## src/rtl/soc_aead_pkg.sv

```systemverilog
// Shared types and sizing helpers for the host-side sequencer of the
// byte-lane SoC decryption wrapper.
package soc_aead_pkg;

    typedef enum logic [2:0] {
        IDLE,
        RST,
        LOAD,
        START,
        WAIT,
        READ,
        DONE
    } host_state_e;

    // The wrapper's load and output counters only clear on reset, so every
    // request starts with this many cycles of wrapper reset.
    localparam int RST_CYCLES = 2;

    function automatic int maxOf(input int a, input int b);
        return (a > b) ? a : b;
    endfunction

    function automatic int nLoad(input int k, input int l, input int y);
        return maxOf(maxOf(k, 128), maxOf(l, y)) / 8;
    endfunction

    function automatic int nOutBytes(input int y);
        return y / 8 + 16;
    endfunction

endpackage

```

## src/rtl/soc_decryption_host.sv

```systemverilog
// Initiator on the wrapper strobe protocol: resets the wrapper, loads the
// request as 32-bit lane words, starts it, then reads plaintext and tag back.
module soc_decryption_host
    import soc_aead_pkg::*;
#(
    parameter int K       = 128,
    parameter int L       = 64,
    parameter int Y       = 128,
    parameter int TIMEOUT = 1024
) (
    input  logic           clk,
    input  logic           rst,
    input  logic           start,
    input  logic [K-1:0]   key_in,
    input  logic [127:0]   nonce_in,
    input  logic [L-1:0]   ad_in,
    input  logic [Y-1:0]   ct_in,
    input  logic [127:0]   tag_exp,
    output logic           busy,
    output logic           done,
    output logic           err,
    output logic           tag_ok,
    output logic [Y-1:0]   pt_out,
    output logic [127:0]   tag_out,
    output logic           soc_rstn,
    output logic           soc_input_ss,
    output logic [31:0]    soc_input,
    output logic           soc_start_ss,
    output logic           soc_start,
    input  logic           soc_ready,
    output logic           soc_out_ss,
    input  logic [7:0]     soc_byte
);

    localparam int N_LD = nLoad(K, L, Y);
    localparam int NB   = nOutBytes(Y);
    localparam int KB   = K / 8;
    localparam int LB   = L / 8;
    localparam int YB   = Y / 8;
    localparam int TW   = $clog2(TIMEOUT + 1);

    host_state_e     state_q;
    logic [7:0]      cnt_q;
    logic [TW-1:0]   waitCnt_q;

    logic [K-1:0]    key_q;
    logic [127:0]    nonce_q;
    logic [L-1:0]    ad_q;
    logic [Y-1:0]    ct_q;
    logic [127:0]    tagExp_q;

    logic [Y-1:0]    pt_q;
    logic [127:0]    tag_q;
    logic            busy_q;
    logic            done_q;
    logic            err_q;
    logic            tagOk_q;

    logic            socRstn_q;
    logic            inputSs_q;
    logic [31:0]     input_q;
    logic            startSs_q;
    logic            start_q;
    logic            outSs_q;

    logic [7:0]      ldIdx_d;
    logic [7:0]      keyLane_d;
    logic [7:0]      nonceLane_d;
    logic [7:0]      adLane_d;
    logic [7:0]      ctLane_d;
    logic [31:0]     loadWord_d;
    logic [Y+7:0]    ptShift_d;
    logic [135:0]    tagShift_d;

    // The word being registered is the one for the next LOAD cycle; lanes
    // whose field has run out of bytes stay zero.
    always_comb begin
        ldIdx_d     = (state_q == LOAD) ? (cnt_q + 8'd1) : 8'd0;
        keyLane_d   = '0;
        nonceLane_d = '0;
        adLane_d    = '0;
        ctLane_d    = '0;
        for (int b = 0; b < KB; b++)
            if (ldIdx_d == 8'(b)) keyLane_d = key_q[K-1-8*b -: 8];
        for (int b = 0; b < 16; b++)
            if (ldIdx_d == 8'(b)) nonceLane_d = nonce_q[127-8*b -: 8];
        for (int b = 0; b < LB; b++)
            if (ldIdx_d == 8'(b)) adLane_d = ad_q[L-1-8*b -: 8];
        for (int b = 0; b < YB; b++)
            if (ldIdx_d == 8'(b)) ctLane_d = ct_q[Y-1-8*b -: 8];
        loadWord_d = {ctLane_d, adLane_d, nonceLane_d, keyLane_d};
        ptShift_d  = {pt_q, soc_byte};
        tagShift_d = {tag_q, soc_byte};
    end

    always_ff @(posedge clk or posedge rst) begin
        if (rst) begin
            state_q   <= IDLE;
            cnt_q     <= '0;
            waitCnt_q <= '0;
            key_q     <= '0;
            nonce_q   <= '0;
            ad_q      <= '0;
            ct_q      <= '0;
            tagExp_q  <= '0;
            pt_q      <= '0;
            tag_q     <= '0;
            busy_q    <= 1'b0;
            done_q    <= 1'b0;
            err_q     <= 1'b0;
            tagOk_q   <= 1'b0;
            socRstn_q <= 1'b0;
            inputSs_q <= 1'b0;
            input_q   <= '0;
            startSs_q <= 1'b0;
            start_q   <= 1'b0;
            outSs_q   <= 1'b0;
        end else begin
            case (state_q)
                IDLE: begin
                    if (start) begin
                        key_q     <= key_in;
                        nonce_q   <= nonce_in;
                        ad_q      <= ad_in;
                        ct_q      <= ct_in;
                        tagExp_q  <= tag_exp;
                        pt_q      <= '0;
                        tag_q     <= '0;
                        err_q     <= 1'b0;
                        tagOk_q   <= 1'b0;
                        busy_q    <= 1'b1;
                        socRstn_q <= 1'b0;
                        cnt_q     <= '0;
                        state_q   <= RST;
                    end else begin
                        socRstn_q <= 1'b1;
                    end
                end

                RST: begin
                    if (cnt_q == 8'(RST_CYCLES - 1)) begin
                        socRstn_q <= 1'b1;
                        inputSs_q <= 1'b1;
                        input_q   <= loadWord_d;
                        cnt_q     <= '0;
                        state_q   <= LOAD;
                    end else begin
                        cnt_q <= cnt_q + 8'd1;
                    end
                end

                LOAD: begin
                    if (cnt_q == 8'(N_LD - 1)) begin
                        inputSs_q <= 1'b0;
                        input_q   <= '0;
                        startSs_q <= 1'b1;
                        start_q   <= 1'b1;
                        state_q   <= START;
                    end else begin
                        input_q <= loadWord_d;
                        cnt_q   <= cnt_q + 8'd1;
                    end
                end

                START: begin
                    startSs_q <= 1'b0;
                    start_q   <= 1'b0;
                    waitCnt_q <= '0;
                    state_q   <= WAIT;
                end

                // Ready wins over timeout on the last allowed WAIT cycle.
                WAIT: begin
                    if (soc_ready) begin
                        outSs_q <= 1'b1;
                        cnt_q   <= '0;
                        state_q <= READ;
                    end else if (waitCnt_q == TW'(TIMEOUT - 1)) begin
                        err_q   <= 1'b1;
                        tagOk_q <= 1'b0;
                        done_q  <= 1'b1;
                        state_q <= DONE;
                    end else begin
                        waitCnt_q <= waitCnt_q + TW'(1);
                    end
                end

                // The byte strobed in cycle c arrives registered in cycle c+1,
                // so capture trails the strobe by one count.
                READ: begin
                    outSs_q <= ((cnt_q + 8'd1) < 8'(NB));
                    cnt_q   <= cnt_q + 8'd1;
                    if (cnt_q != 8'd0) begin
                        if (cnt_q <= 8'(YB)) pt_q <= ptShift_d[Y-1:0];
                        else                 tag_q <= tagShift_d[127:0];
                    end
                    if (cnt_q == 8'(NB)) begin
                        tagOk_q <= (tagShift_d[127:0] == tagExp_q) && !err_q;
                        done_q  <= 1'b1;
                        state_q <= DONE;
                    end
                end

                DONE: begin
                    done_q  <= 1'b0;
                    busy_q  <= 1'b0;
                    state_q <= IDLE;
                end

                default: state_q <= IDLE;
            endcase
        end
    end

    assign busy         = busy_q;
    assign done         = done_q;
    assign err          = err_q;
    assign tag_ok       = tagOk_q;
    assign pt_out       = pt_q;
    assign tag_out      = tag_q;
    assign soc_rstn     = socRstn_q;
    assign soc_input_ss = inputSs_q;
    assign soc_input    = input_q;
    assign soc_start_ss = startSs_q;
    assign soc_start    = start_q;
    assign soc_out_ss   = outSs_q;

endmodule

```

## config.mk

```make
export PLATFORM = sky130hd
export DESIGN_NAME = soc_decryption_host
export DESIGN_NICKNAME = d
export VERILOG_FILES = /design/src/rtl/soc_aead_pkg.sv /design/src/rtl/soc_decryption_host.sv
export SDC_FILE = /design/constraint.sdc
export NUM_CORES = 2
export LEC_CHECK = 0
export BUFFER_PORTS_ARGS = -buffer_cell sky130_fd_sc_hd__buf_2
export CORE_MARGIN = 2
export CORE_UTILIZATION = 35
export DETAILED_ROUTE_END_ITERATION = 10
export GPL_ROUTABILITY_DRIVEN = 1
export SLEW_MARGIN = 40
export SYNTH_ARGS = -nofsm -noshare
export SYNTH_HDL_FRONTEND = slang
export SYNTH_SLANG_ARGS = --single-unit
export TNS_END_PERCENT = 1
```

## constraint.sdc

```tcl
create_clock -name clk -period 40.5 [get_ports clk]
set_clock_uncertainty 0.05 [all_clocks]
set_input_delay 2.025 -clock clk [delete_from_list [all_inputs] [get_ports clk]]
set_output_delay 2.025 -clock clk [all_outputs]
set_load 0.02 [all_outputs]
```

; Word-level counts from Yosys, hierarchy flattened
; Index checks and enable logic that the tools add are counted.
[op_classes]
n_addsub = 2
magnitude_cmp = 2
n_eq_ne = 39
muxes = 103
n_reduce_logical = 31
[op_table]
columns = operator, n
row1 = $mux W128, 5
row2 = $pmux W128 S2, 2
row3 = $mux W8, 61
row4 = $eq A128 B128 Y1, 1
row5 = $eq A8 B4 Y1 const B, 9
row6 = $mux W32, 2
row7 = $pmux W32 S2, 1
row8 = $pmux W8 S5, 1
row9 = $eq A8 B3 Y1 const B, 4
row10 = $mux W11, 2
row11 = $ne A2 B2 Y1 const B, 11
row12 = $pmux W11 S2, 1
row13 = $reduce_and A4 Y1, 5
row14 = $mux W3, 6
row15 = $pmux W3 S6, 1
row16 = $eq A8 B1 Y1 const B, 2
row17 = $eq A8 B2 Y1 const B, 2
row18 = $reduce_bool A2 Y1, 8
row19 = $mux W1, 13
row20 = $pmux W1 S2, 6
row21 = $reduce_and A2 Y1, 6
row22 = $add A11 B1 Y11 const B, 1
row23 = $eq A11 B10 Y1 const B, 1
row24 = $reduce_and A5 Y1, 2
row25 = 18 further kinds, 24
[totals]
regBits = 894
in_bits = 588
out_inout_bits = 297
word_cells = 196

; Longest topological paths before layout
[logic_depth]
depth_word = 21
mapped_depth = 15
ltp_nobuf = 10

; Least setup slack after synthesis
; No wires, ideal clock.
[synth_path]
path_type = input port to flip-flop
startpoint = input start
endpoint = register tagExp_q[10]
setup_ns = 0.125
t_arrival_ns = 3.327
required_ns = 40.325
slack_ns = 36.999
cell_stages = 5
path_buffers = 2
path_cell_list = nand2_1 nor2_1 clkbuf_1 clkbuf_1 mux2_2
[synth_via]
elab_chain_cells = 1
[synth_rtl]
columns = element, line
row1 = "start, declared", soc_decryption_host.sv:13  ; input logic start,
row2 = $reduce_and A2 Y1 (no line), --
row3 = "end signal, assigned", soc_decryption_host.sv:126  ; tagExp_q <= tag_exp;
row4 = "end, declared", soc_decryption_host.sv:50  ; logic [127:0] tagExp_q;
; Every way passes these cells.
; A chain may end at the register's enable or synchronous reset.

; Worst setup path in the final report
[layout_path]
startpoint = register cnt_q[0]
endpoint = register input_q[24] (netlist: soc_input[24])
[layout_via]
elab_chain_cells = 21
elab_cells_between_ends = 41
cone_classes = add/sub (1) / eq/ne (18) / mux (20) / reduce/logical (2)
[layout_rtl]
columns = element, line
row1 = "start, declared", soc_decryption_host.sv:43  ; logic [7:0] cnt_q;
row2 = "start signal, assigned", soc_decryption_host.sv:148  ; cnt_q <= cnt_q + 8'd1;
row3 = "start signal, assigned", soc_decryption_host.sv:161  ; cnt_q <= cnt_q + 8'd1;
row4 = "start signal, assigned", soc_decryption_host.sv:192  ; cnt_q <= cnt_q + 8'd1;
row5 = $add A8 B1 Y8, soc_decryption_host.sv:78  ; ldIdx_d = (state_q == LOAD) ? (cnt_q + 8'd1) : 8'd0;
row6 = $mux W8, soc_decryption_host.sv:78
row7 = $logic_not A8 Y1, soc_decryption_host.sv:90  ; if (ldIdx_d == 8'(b)) ctLane_d = ct_q[Y-1-8*b -: 8];
row8 = $mux W8 (16 in series), soc_decryption_host.sv:90
row9 = "$mux W32, on equally long branches", "soc_decryption_host.sv:153, soc_decryption_host.sv:141"
row10 = $pmux W32 S2, soc_decryption_host.sv:119  ; case (state_q)
row11 = "end signal, assigned", soc_decryption_host.sv:144  ; input_q <= loadWord_d;
row12 = "end signal, assigned", soc_decryption_host.sv:160  ; input_q <= loadWord_d;
row13 = "end, declared", soc_decryption_host.sv:61  ; logic [31:0] input_q;
; Parallel ways exist; a longest one is shown, timed or not. The select of a mux whose other input is x is not followed.

==> out/qor.yml <==
synthesis:
  synth-seq-cells: 894
  yosysUniqueCellTypes: 82
  netlist.area_leader.share_pct: 56.3
  yosys.area.top_type: "dfrtp_1"
  synth_edf_count: 0
  ys_top_cells_by_area: "dfrtp_1 (56%), mux2_2 (16%), nand2_1 (5.5%)"
  syn_area_mm2: 0.0397
  syn_inst: 3491
  ys_seq_area_share_pct: 56.3
  async_reset_ff_share_pct: 100
  postSynthAreaPerCell_um2: 11.4
  synth.most_common_cell: "dfrtp_1"
  yosys_warnings: 0
  synth-main-ff-cell: "dfrtp_1"
  synth_common_cells: "dfrtp_1 (894), nand2_1 (582), mux2_2 (563)"
  syn-num-nets: 4083
detailed_routing:
  drc: 0
  first_pass_iters: 6
  drt_iter0_markers: 2877
  avgViaCountPerCell: 5.40
  wire_per_inst_um: 26.1
  antenna_left: 0
  drt-total-wl_um: 155000
  vias: 31979
clock_network:
  cts.sinks: 894
  htreeDepth: 3
  clk_latency_ns: 0.68
  cts_resized: 0
  cts_inserted_buffers: 100
  cts_root_buf: "clkbuf_16"
  cts_tree: "done"
  max-clock-path-buffers: 3
  clk_pin_slew_ns: 0.07
  cts-hold-fix-buffers: 0
  postCtsSetupBuffers: 0
grt:
  grt_pass1_vias: 31060
  grt_pass1_wl_um: 219000
  gr-total-overflow: 0
  grt_start_max_net_pins: 135
  track_usage_pct: 25.8
  antenna_found_initial: 87
power:
  switchingPower_w: 0.00127
  p_leak_nw: 22.1
  switching_share_pct: 35.8
  pwr-share-clk_pct: 26.3
  p_per_area_mw_per_mm2: 72.0
  p_seq_share_pct: 40.8
  total_power_w: 0.00354
  peakVddDrop_v: 0.0000456
  power.internal_w: 0.00227
  combPwrFrac_pct: 32.9
die:
  ios: 885
  die_w_um: 341
  die_h_um: 341
  num_rows: 123
  placeableCoreArea_mm2: 0.112
  initial_utilization_pct: 35.3
  die_area_mm2: 0.116
placed_design:
  io_buffers: 884
  post_dp_cell_area_mm2: 0.0457
  place_ws_ns: 35.21
  gp_congestion: 0.959
  place_hpwl_um: 116000
layout:
  drive_gt1_share_pct: 39.4
  design_area_mm2: 0.0492
  syn2layout_area_growth_pct: 23.8
  fillers: 10938
  nNetsFinal: 4892
sta:
  max_freq_ghz: 0.213
  worst_slack_ns: 35.82
  finalSetupViolCount: 0
  final_max_slew_viol_count: 0
  period_minus_slack_ns: 4.68
  rsz0062_at_grt: "no"
  tightest_slew_ns: 0.907
  fin_crit_sh_pct: 11.6
  hold_viol_final: 0
  slew_headroom_pct: 39.0
  setup_tns_ns: 0
worst_setup_path:
  worstSetupStartpointType: "register"
  worstSetupPathType: "reg -> reg"
  worstPathRequired_ns: 41.00
  cp_data_arrival_time_ns: 5.18
  end_kind: "register"
  crit_fanout: 38
hold_path:
  hold_path.class: "reg -> reg"
run:
  cap_violations: 0
status:
  outcome: "finished clean"
sequential cells by signal, indices dropped and copies added (netlist names), 3 cells and up:
signal / cells
ad_q: 64
cnt_q: 8
state_q: 3
nonce_q: 128
ct_q: 128
soc_input: 32
tag_out: 128
tagExp_q: 128
waitCnt_q: 11
pt_out: 128
key_q: 128
logic make-up (layout without fill, tap and decap cells):
logic type / Yosys count / count (layout) / synth area share, %
flops: 894 / 894 / 56.3
simple gates: 856 / 856 / 9.48
compound gates: 765 / 765 / 12.5
mux: 585 / 585 / 16.5
buf+inv: 306 / 1188 / 3.27
xor+xnor: 81 / 81 / 1.79
fa+ha+maj: 4 / 4 / 0.126
other cells: 0 / 53 / 0
routing by layer:
| layer | share of wire (%) | track usage, % | up-vias |
|---|---|---|---|
| met4 | 4.5 | 12.0 | 52 |
| li1 | - | - | 14128 |
| met5 | 0.20 | 0 | - |
| met1 | 40 | 32.4 | 16149 |
| met2 | 48 | 41.7 | 1314 |
| met3 | 7.8 | 6.71 | 336 |
through the flow:
step | hold slack, ns | utilization (%) | instances
floorplan | 0.405 | - | 3491
global placement | 0.407 | 40.4 | 5693
detailed placement | 0.416 | 40.6 | 5698
CTS | 0.429 | 43.6 | 5873
global route | 0.451 | 43.7 | 5913
finish | 0.424 | 43.7 | 5926
final cells by class:
class	instances	area, um^2	share of cell area [%]
diodes	53	133	0.270
clock buffers	145	2980	6.07
clock inverters	30	349	0.710
inverters	75	294	0.598
multi-input cells	2291	16200	32.9
flip-flops and latches	894	22400	45.5
well taps	1500	1880	3.82
repair buffers	938	5010	10.2
worst max-delay path, stage by stage (launching register included):
cell	delay, ns
dfrtp_2	0.35
buf_4	0.48
ha_1	0.56
and4_1	0.47
or4_1	0.18
nand3_2	0.26
nor3b_4	0.26
buf_4	0.25
a22o_1	0.30
a2111oi_0	0.75
o31a_1	0.47
o21ai_1	0.10
power by group through the flow:
stage | Clock [W] | Sequential (W) | Combinational, W
2_1_floorplan | 0 | 0.00140 | 0.000795
3_3_place_gp | 0 | 0.00144 | 0.00113
3_5_place_dp | 0 | 0.00145 | 0.00116
4_1_cts | 0.000948 | 0.00144 | 0.00117
5_1_grt | 0.000985 | 0.00148 | 0.00125
6_report | 0.000931 | 0.00144 | 0.00116
placed cells by master (no fill, tap or decap), types with 28 or more instances in the layout:
| cell type | n |
|---|---|
| nor2_1 | 97 |
| o31ai_1 | 44 |
| xor2_1 | 57 |
| clkbuf_8 | 31 |
| a21oi_1 | 82 |
| clkbuf_16 | 101 |
| inv_1 | 74 |
| a221oi_1 | 33 |
| mux2_2 | 563 |
| buf_4 | 32 |
| o221ai_1 | 28 |
| dfrtp_1 | 892 |
| o22ai_1 | 33 |
| a22oi_1 | 38 |
| buf_2 | 884 |
| a22o_1 | 39 |
| o21ai_0 | 313 |
| nand2_1 | 579 |
| nand3_1 | 34 |
| diode_2 | 53 |
final timing paths:
| path | startpoint | endpoint | slack [ns] | cells past startpoint |
|---|---|---|---|---|
| max in group asynchronous | rst | tagExp_q[81]$_DFFE_PP0P_ | 36.16 | 6 |
| min reg2reg | tag_out[124]$_DFFE_PP0P_ | tag_out[124]$_DFFE_PP0P_ | 0.42 | 2 |
| max reg2reg | cnt_q[0]$_DFFE_PP0P_ | soc_input[24]$_DFFE_PP0P_ | 35.82 | 11 |
| max | cnt_q[0]$_DFFE_PP0P_ | soc_input[24]$_DFFE_PP0P_ | 35.82 | 11 |
| min | tag_out[124]$_DFFE_PP0P_ | tag_out[124]$_DFFE_PP0P_ | 0.42 | 2 |
| min in group asynchronous | rst | pt_out[76]$_DFFE_PP0P_ | 1.34 | 2 |
Power figures use the tool's default switching activity.
